==> config.mk <==
export PLATFORM = sky130hd
export DESIGN_NAME = ice40_ram_stream_reader_flat
export DESIGN_NICKNAME = d
export VERILOG_FILES = /design/src/rtl/ice40_ram_stream_reader_if.sv /design/src/rtl/ice40_ram_stream_reader.sv /design/src/flat_wrapper.sv
export SDC_FILE = /design/constraint.sdc
export NUM_CORES = 1
export LEC_CHECK = 0
export CAP_MARGIN = 15
export CORE_MARGIN = 2
export CORE_UTILIZATION = 23
export DETAILED_ROUTE_END_ITERATION = 12
export GPL_ROUTABILITY_DRIVEN = 0
export PLACE_DENSITY = 0.55
export SETUP_SLACK_MARGIN = 0.4
export SYNTH_ARGS = -nofsm -noshare
export SYNTH_HDL_FRONTEND = slang
export SYNTH_SLANG_ARGS = --single-unit
==> constraint.sdc <==
create_clock -name CLK -period 2.95 [get_ports CLK]
set_input_delay 0.7375 -clock CLK [delete_from_list [all_inputs] [get_ports CLK]]
set_output_delay 0.7375 -clock CLK [all_outputs]
set_load 0.1 [all_outputs]
==> src/rtl/ice40_ram_stream_reader_if.sv <==
// Bundle of every signal the ice40 RAM stream reader exchanges with its
// neighbours: the burst command channel, the SB_RAM40_4K read port, the
// output stream and the status flags. The reader owns the master side.
interface ice40_ram_stream_reader_if #(
    parameter int ADDR_WIDTH = 11,
    parameter int DATA_WIDTH = 16,
    parameter int LEN_WIDTH  = 12
);
    logic                  CMD_VALID;
    logic                  CMD_READY;
    logic [ADDR_WIDTH-1:0] CMD_ADDR;
    logic [LEN_WIDTH-1:0]  CMD_LEN;
    logic [ADDR_WIDTH-1:0] RADDR;
    logic                  RE;
    logic                  RCLKE;
    logic [DATA_WIDTH-1:0] RDATA;
    logic                  OUT_VALID;
    logic                  OUT_READY;
    logic [DATA_WIDTH-1:0] OUT_DATA;
    logic                  OUT_LAST;
    logic                  BUSY;
    logic                  DONE;

    modport master (
        input  CMD_VALID, CMD_ADDR, CMD_LEN, RDATA, OUT_READY,
        output CMD_READY, RADDR, RE, RCLKE, OUT_VALID, OUT_DATA, OUT_LAST,
               BUSY, DONE
    );

    modport slave (
        output CMD_VALID, CMD_ADDR, CMD_LEN, RDATA, OUT_READY,
        input  CMD_READY, RADDR, RE, RCLKE, OUT_VALID, OUT_DATA, OUT_LAST,
               BUSY, DONE
    );
endinterface

==> src/rtl/ice40_ram_stream_reader.sv <==
// Burst read controller for an iCE40 SB_RAM40_4K read port. A command
// (start address, word count) is turned into a run of RAM reads; the RAM's
// one-cycle read latency is absorbed by a 2-entry buffer and the words leave
// in address order on a valid/ready stream. Reads are only issued when the
// buffer is guaranteed a free slot for the returning word, so backpressure
// never loses data.
module ice40_ram_stream_reader #(
    parameter int ADDR_WIDTH = 11,
    parameter int DATA_WIDTH = 16,
    parameter int LEN_WIDTH  = 12
) (
    input  logic                          CLK,
    input  logic                          ASYNCRESET,
    ice40_ram_stream_reader_if.master     bus
);

    typedef enum logic [1:0] {
        IDLE,
        RUN,
        FLUSH
    } state_t;

    state_t                state;
    logic [ADDR_WIDTH-1:0] addr_q;
    logic [LEN_WIDTH-1:0]  issue_rem;
    logic [LEN_WIDTH-1:0]  out_rem;
    logic                  inflight;

    logic [DATA_WIDTH-1:0] fifo_0;
    logic [DATA_WIDTH-1:0] fifo_1;
    logic                  wr_ptr;
    logic                  rd_ptr;
    logic [1:0]            occ;

    logic                  accept;
    logic                  issue;
    logic                  push;
    logic                  pop;
    logic                  out_valid;
    logic                  out_last;
    logic [2:0]            credit;

    // Handshake decode and the credit rule: a read may go out only if the
    // buffered words plus the one still in flight, minus the one leaving this
    // cycle, leave room for the new word when it returns.
    always_comb begin
        accept    = 1'b0;
        issue     = 1'b0;
        push      = 1'b0;
        pop       = 1'b0;
        out_valid = 1'b0;
        out_last  = 1'b0;
        credit    = 3'd0;

        accept    = (state == IDLE) && bus.CMD_VALID;
        out_valid = (occ != 2'd0);
        pop       = out_valid && bus.OUT_READY;
        push      = inflight;
        out_last  = out_valid && (out_rem == LEN_WIDTH'(1));
        credit    = {1'b0, occ} + {2'b00, inflight} - {2'b00, pop};
        issue     = (state == RUN) && (issue_rem != '0) && (credit <= 3'd1);
    end

    assign bus.CMD_READY = (state == IDLE);
    assign bus.BUSY      = (state != IDLE);
    assign bus.RCLKE     = (state != IDLE);
    assign bus.DONE      = (state == FLUSH);
    assign bus.RE        = issue;
    assign bus.RADDR     = addr_q;
    assign bus.OUT_VALID = out_valid;
    assign bus.OUT_DATA  = rd_ptr ? fifo_1 : fifo_0;
    assign bus.OUT_LAST  = out_last;

    // Burst state machine: latches the command, steps the read address and
    // both remaining-word counters, and tracks the read that is in flight.
    always_ff @(posedge CLK or posedge ASYNCRESET) begin
        if (ASYNCRESET) begin
            state     <= IDLE;
            addr_q    <= '0;
            issue_rem <= '0;
            out_rem   <= '0;
            inflight  <= 1'b0;
        end else begin
            inflight <= issue;
            case (state)
                IDLE: begin
                    if (accept) begin
                        addr_q    <= bus.CMD_ADDR;
                        issue_rem <= bus.CMD_LEN;
                        out_rem   <= bus.CMD_LEN;
                        state     <= (bus.CMD_LEN == '0) ? FLUSH : RUN;
                    end
                end
                RUN: begin
                    if (issue) begin
                        addr_q    <= addr_q + ADDR_WIDTH'(1);
                        issue_rem <= issue_rem - LEN_WIDTH'(1);
                    end
                    if (pop && (out_rem != '0)) begin
                        out_rem <= out_rem - LEN_WIDTH'(1);
                    end
                    if (pop && out_last) begin
                        state <= FLUSH;
                    end
                end
                FLUSH: begin
                    state <= IDLE;
                end
                default: begin
                    state <= IDLE;
                end
            endcase
        end
    end

    // Two-entry output buffer: RDATA is captured only in the cycle after a
    // read was issued, and the head word stays put until the consumer takes it.
    always_ff @(posedge CLK or posedge ASYNCRESET) begin
        if (ASYNCRESET) begin
            fifo_0 <= '0;
            fifo_1 <= '0;
            wr_ptr <= 1'b0;
            rd_ptr <= 1'b0;
            occ    <= 2'd0;
        end else begin
            if (push) begin
                if (wr_ptr) begin
                    fifo_1 <= bus.RDATA;
                end else begin
                    fifo_0 <= bus.RDATA;
                end
                wr_ptr <= ~wr_ptr;
            end
            if (pop) begin
                rd_ptr <= ~rd_ptr;
            end
            case ({push, pop})
                2'b10:   occ <= occ + 2'd1;
                2'b01:   occ <= occ - 2'd1;
                default: occ <= occ;
            endcase
        end
    end

endmodule
==> src/flat_wrapper.sv <==
// flat-port wrapper written by rule: the top's interface ports become plain ports
module ice40_ram_stream_reader_flat 
#(
    parameter int ADDR_WIDTH = 11,
    parameter int DATA_WIDTH = 16,
    parameter int LEN_WIDTH  = 12
)
  (CLK, ASYNCRESET, bus_CMD_VALID, bus_CMD_ADDR, bus_CMD_LEN, bus_RDATA, bus_OUT_READY, bus_CMD_READY, bus_RADDR, bus_RE, bus_RCLKE, bus_OUT_VALID, bus_OUT_DATA, bus_OUT_LAST, bus_BUSY, bus_DONE);
  ice40_ram_stream_reader_if #(.ADDR_WIDTH(ADDR_WIDTH), .DATA_WIDTH(DATA_WIDTH), .LEN_WIDTH(LEN_WIDTH)) bus_i ();
  input  logic CLK;
  input  logic ASYNCRESET;
  input wire logic [$bits(bus_i.CMD_VALID)-1:0] bus_CMD_VALID;
  input wire logic [$bits(bus_i.CMD_ADDR)-1:0] bus_CMD_ADDR;
  input wire logic [$bits(bus_i.CMD_LEN)-1:0] bus_CMD_LEN;
  input wire logic [$bits(bus_i.RDATA)-1:0] bus_RDATA;
  input wire logic [$bits(bus_i.OUT_READY)-1:0] bus_OUT_READY;
  output wire logic [$bits(bus_i.CMD_READY)-1:0] bus_CMD_READY;
  output wire logic [$bits(bus_i.RADDR)-1:0] bus_RADDR;
  output wire logic [$bits(bus_i.RE)-1:0] bus_RE;
  output wire logic [$bits(bus_i.RCLKE)-1:0] bus_RCLKE;
  output wire logic [$bits(bus_i.OUT_VALID)-1:0] bus_OUT_VALID;
  output wire logic [$bits(bus_i.OUT_DATA)-1:0] bus_OUT_DATA;
  output wire logic [$bits(bus_i.OUT_LAST)-1:0] bus_OUT_LAST;
  output wire logic [$bits(bus_i.BUSY)-1:0] bus_BUSY;
  output wire logic [$bits(bus_i.DONE)-1:0] bus_DONE;
  assign bus_i.CMD_VALID = bus_CMD_VALID;
  assign bus_i.CMD_ADDR = bus_CMD_ADDR;
  assign bus_i.CMD_LEN = bus_CMD_LEN;
  assign bus_i.RDATA = bus_RDATA;
  assign bus_i.OUT_READY = bus_OUT_READY;
  assign bus_CMD_READY = bus_i.CMD_READY;
  assign bus_RADDR = bus_i.RADDR;
  assign bus_RE = bus_i.RE;
  assign bus_RCLKE = bus_i.RCLKE;
  assign bus_OUT_VALID = bus_i.OUT_VALID;
  assign bus_OUT_DATA = bus_i.OUT_DATA;
  assign bus_OUT_LAST = bus_i.OUT_LAST;
  assign bus_BUSY = bus_i.BUSY;
  assign bus_DONE = bus_i.DONE;
  ice40_ram_stream_reader #(.ADDR_WIDTH(ADDR_WIDTH), .DATA_WIDTH(DATA_WIDTH), .LEN_WIDTH(LEN_WIDTH)) u_core (.CLK(CLK), .ASYNCRESET(ASYNCRESET), .bus(bus_i));
endmodule
* Word level (Yosys, flattened, before mapping)
Cells that the tools add are included.
Operators by class: add/subtract/negate cells 7, $lt $le $gt $ge 1, equal/unequal tests 9, muxes and demuxes 14, bitwise operators 2, reductions and logical operators 20
Operators by type and width (number):
- 12-bit case mux with 2 select lines | 2
- 12-bit 2-to-1 mux | 3
- 12-bit nonzero test | 2
- 12-bit by 1-bit subtractor with 12-bit output, second input constant | 2
- 11-bit 2-to-1 mux | 2
- 11-bit case mux with 2 select lines | 1
- 16-bit 2-to-1 mux | 1
- 12-bit by 1-bit equality test with 1-bit output, second input constant | 1
- 12-bit logical NOT | 1
- 11-bit by 1-bit adder with 11-bit output, second input constant | 1
- 2-bit case mux with 2 select lines | 2
- 2-bit nonzero test | 4
- 1-bit logical AND | 7
- 2-bit 2-to-1 mux | 3
- 2-bit AND reduction | 3
- 3-bit AND reduction | 2
- 2-bit by 1-bit equality test with 1-bit output, second input constant | 2
- 2-bit equality test, second input constant | 2
- 2-bit by 1-bit inequality test with 1-bit output, second input constant | 2
- 2-bit inequality test, second input constant | 2
- 2-bit by 1-bit adder with 3-bit output | 1
- 3-bit by 1-bit less-or-equal comparator with 1-bit output, second input constant | 1
- 3-bit by 1-bit subtractor with 3-bit output | 1
- 2-bit by 1-bit adder with 2-bit output, second input constant | 1
- 3 further kinds | 4
Word-level totals: bits in registers 74, bits of input ports 43, output and inout port bits 34, word-level logic and storage cells 63

* Logic depth before layout (Yosys ltp)
depth after elaboration 7, mapped depth 10

* Worst setup path after synthesis
No wires, ideal clock.
path kind input-to-output, start point input port bus_OUT_READY, end point output port bus_RE, arrival time 3520 ps, setup slack -1308 ps, stages 8, path buffers 0, cell sequence o21ai_1 -> xnor2_1 -> ha_1 -> inv_1 -> fa_1 -> xnor2_1 -> nand3_1 -> a21oi_1
On the way: word-level cells in the longest chain between the ends 4
RTL lines:
- from (decl) | RTL line flat_wrapper.sv:16 | input wire logic [$bits(bus_i.OUT_READY)-1:0] bus_OUT_READY;
- 1-bit logical AND | RTL line ice40_ram_stream_reader.sv:57 | pop = out_valid && bus.OUT_READY;
- 3-bit by 1-bit subtractor with 3-bit output | RTL line ice40_ram_stream_reader.sv:60 | credit = {1'b0, occ} + {2'b00, inflight} - {2'b00, pop};
- 3-bit by 1-bit less-or-equal comparator with 1-bit output | RTL line ice40_ram_stream_reader.sv:61 | issue = (state == RUN) && (issue_rem != '0) && (credit <= 3'd1);
- 1-bit logical AND | RTL line ice40_ram_stream_reader.sv:61
- to (decl) | RTL line flat_wrapper.sv:19 | output wire logic [$bits(bus_i.RE)-1:0] bus_RE;
Every way passes these cells.

* Final worst setup path
Same ends and word-level chain as after synthesis.

==> results.toml <==
[route]
avgViaCountPerCell = 5.005
drt_iter0_markers = 292
wl_mm = 11.95
routedWlPerCell_um = 16.28
drtPass1Iterations = 5
routed-via-count = 3674
drt_drc_violations_left = 0
antenna_left = 0

[place]
port_buffers = 76
dp_hpwl_mm = 8.238

[cells_and_area]
diodes = 0
drive_gt1_share_pct = 39.80
fillers = 1778
nets = 549
syn2layout_area_growth_pct = 46.91

[clock_tree]
htreeDepth = 3
cts.clk_slew.worst_paths_ps = 50
root_buffer = "clkbuf_16"
clockBufferDepth = 2
cts.sinks = 74
cts_buffers = 9
cts_tree = "built"
clk-insertion-delay-late_ps = 340

[floorplan]
rows = 49
io_pins = 77
initial_core_util_pct = 23.45
dieArea_um2 = 19410
chipWidth_um = 139.3
core_um2 = 17960
die_y_um = 139.3

[global_routing]
grtUsageTotal_pct = 12.29
first_global_vias = 3738
gr-total-overflow = 0
grt_max_degree = 75
antenna_found_initial = 0
grt_pass1_wl_mm = 19.02

[setup_path]
cp_slowest_stage_delay_ps = 340
cpMostUsedCell = "xnor2_2"
crit_family = "adder cells"
critPathLaunchType = "input port"
worstPathCellList = "buf_2 -> o21ai_4 -> xnor2_2 -> ha_2 -> inv_2 -> fa_2 -> xnor2_2 -> nand3_2 -> a21oi_4 -> buf_12"
path_class = "input port to primary output"
critical_path_required_ps = 2210
crit_slowest_cell = "fa_2"
critPathArrivalTime_ps = 2410
timing.critical_path.buf_inv = 3
end_kind = "primary output"
critPathMaxFanout = 2
r2r_slack_ps = 400

[flow_run]
cap_violations = 0

[sta]
grt_setup_unrepaired = "true"
skew_ps = 7.021
setup_tns_ps = -194.6
max_freq_ghz = 0.3180
slew_viol_final = 0
fin_crit_sh_pct = 106.6
setup_violations = 1
layout_setup_ws_ps = -194.6
slew_headroom_pct = 38.70
fin_crit_ps = 3145
worstMarginPinSlew_ps = 915.4
finalHoldViolations = 0

[synth]
ys_ff_latch = 74
syn-cell-area_um2 = 4212
yosys.area.top_type_share_pct = 43.97
synth.area.top_cells = "dfrtp_1 44%, mux2_2 13%, a2bb2oi_1 2.3%, nor3_1 2.3%, o31ai_1 2.0%"
synth_warnings = 0
yosysTopAreaCell = "dfrtp_1"
synth_edf_count = 0
syn-num-nets = 455
synthArstFlopShare_pct = 100.0
syn_inst = 406
ys_types = 64
yosysSeqAreaShare_pct = 43.97
syn_area_per_cell_um2 = 10.37
synth_flop_cell = "dfrtp_1"

[min_path]
hold_path.class = "flip-flop to flip-flop"

[outcome]
outcome = "finished with violations"
violations = "setup timing"
==> sequential cells by signal, summed over array words and instances, names as in the netlist <==
signal and flops:
u_core.fifo_0 16, u_core.fifo_1 16, u_core.issue_rem 12, u_core.out_rem 12, u_core.bus.RADDR 11, u_core.occ 2, u_core.state 2, u_core.inflight 1
u_core.rd_ptr 1, u_core.wr_ptr 1
==> logic make-up after synthesis <==
kind of cell | share of synthesized area [%]
DFF | 43.97
buffers and inverters | 5.704
and+or+nand+nor | 15.89
AOI/OAI and AO/OA | 17.83
xor gates and xnor gates | 1.040
muxes | 13.61
adders and majority gates | 1.961
==> repair_timing <==
action,in CTS,in global routing
endpoints found under the setup margin,25,23
buffers inserted,9,3
gates resized for setup,23,42
hold buffers,0,0
pin swaps,11,21
gates cloned,0,1
==> placed cells by master (no fill, tap or decap), drive strengths merged, types with 3 or more instances in the layout <==
cell           count
a211oi             6
a21oi             17
a22oi              4
a2bb2oi           11
a31oi              9
and3               5
buf               75
clkbuf            12
clkdlybuf4s50     41
clkinv             3
dfrtp             74
ha                 5
inv               11
mux2              50
nand2             19
nand2b             4
nand3             10
nor2              20
nor2b              3
nor3              19
nor3b              3
nor4              11
o21ai             17
o22ai              9
o2bb2ai            7
o31ai             11
or2                4
or3                4
or3b               3
or4                6
xnor2              3
==> path summary, 6_finish.rpt <==
check	start	end	depth (start not counted)
worst max-delay path	bus_OUT_READY	bus_RE	10
worst min-delay path	u_core.rd_ptr$_DFFE_PP0P_	u_core.rd_ptr$_DFFE_PP0P_	1
worst max register to register	u_core.occ[1]$_DFFE_PP0N_	u_core.bus.RADDR[0]$_DFFE_PP0P_	12
worst min register to register	u_core.rd_ptr$_DFFE_PP0P_	u_core.rd_ptr$_DFFE_PP0P_	1
max in group asynchronous	ASYNCRESET	u_core.out_rem[7]$_DFFE_PP0P_	3
min in group asynchronous	ASYNCRESET	u_core.bus.RADDR[5]$_DFFE_PP0P_	3
==> final cells by class <==
cell class	instances	area, um2	share of cell area [%]
flip-flops and latches	74	1853	29.95
inverters	12	48.80	0.7887
clock inverters	5	52.55	0.8493
well taps	229	286.5	4.631
multi-input cells	286	2414	39.01
clock buffers	11	252.7	4.085
repair buffers	117	1280	20.69
==> per-stage QoR <==
step	utilization (%)	cells	worst slack, ps	area [um2]	hold slack [ps]
floorplan	-	406	-206.6	4269	456.8
global placement	30.58	705	-589.2	5493	462.2
detailed placement	30.58	705	-632.0	5493	467.6
CTS	33.06	730	-215.3	5939	474.9
global route	34.44	734	-305.6	6187	492.4
finish	34.44	734	-194.6	6187	471.8
==> cell usage after synthesis, types with 2 or more instances <==
master / n
dfrtp_1: 74
mux2_2: 49
nor2_1: 20
nor3_1: 19
nand2_1: 18
a21oi_1: 16
clkbuf_1: 16
o21ai_0: 13
inv_1: 12
a2bb2oi_1: 11
o31ai_1: 11
nand3_1: 10
nor4_1: 10
a31oi_1: 9
o22ai_1: 8
o2bb2ai_1: 7
a211oi_1: 6
buf_2: 5
ha_1: 5
a22oi_1: 4
and3_1: 4
buf_1: 4
buf_6: 4
nand2b_1: 4
or2_2: 4
buf_4: 3
nor2b_1: 3
nor3b_1: 3
o21ai_2: 3
or3_1: 3
or4_1: 3
xnor2_1: 3
a211o_1: 2
a32oi_1: 2
a41oi_1: 2
and2_1: 2
clkbuf_8: 2
nand4_1: 2
o21bai_1: 2
or3b_2: 2
or4_4: 2
xor2_1: 2
==> per-layer routing <==
layer  wire (um)  share of wire, %  up-vias  global-route usage, %
li1            -                 -     1713                      -
met1        5151                43     1829                  14.75
met2        5845                49      107                  19.76
met3         695               5.8       25                  4.921
met5           0                 0        -                      0
met4         255               2.1        0                  4.785
Power is not shown: default switching activity piles up to over one toggle a cycle in this logic, so the estimate is an artifact.
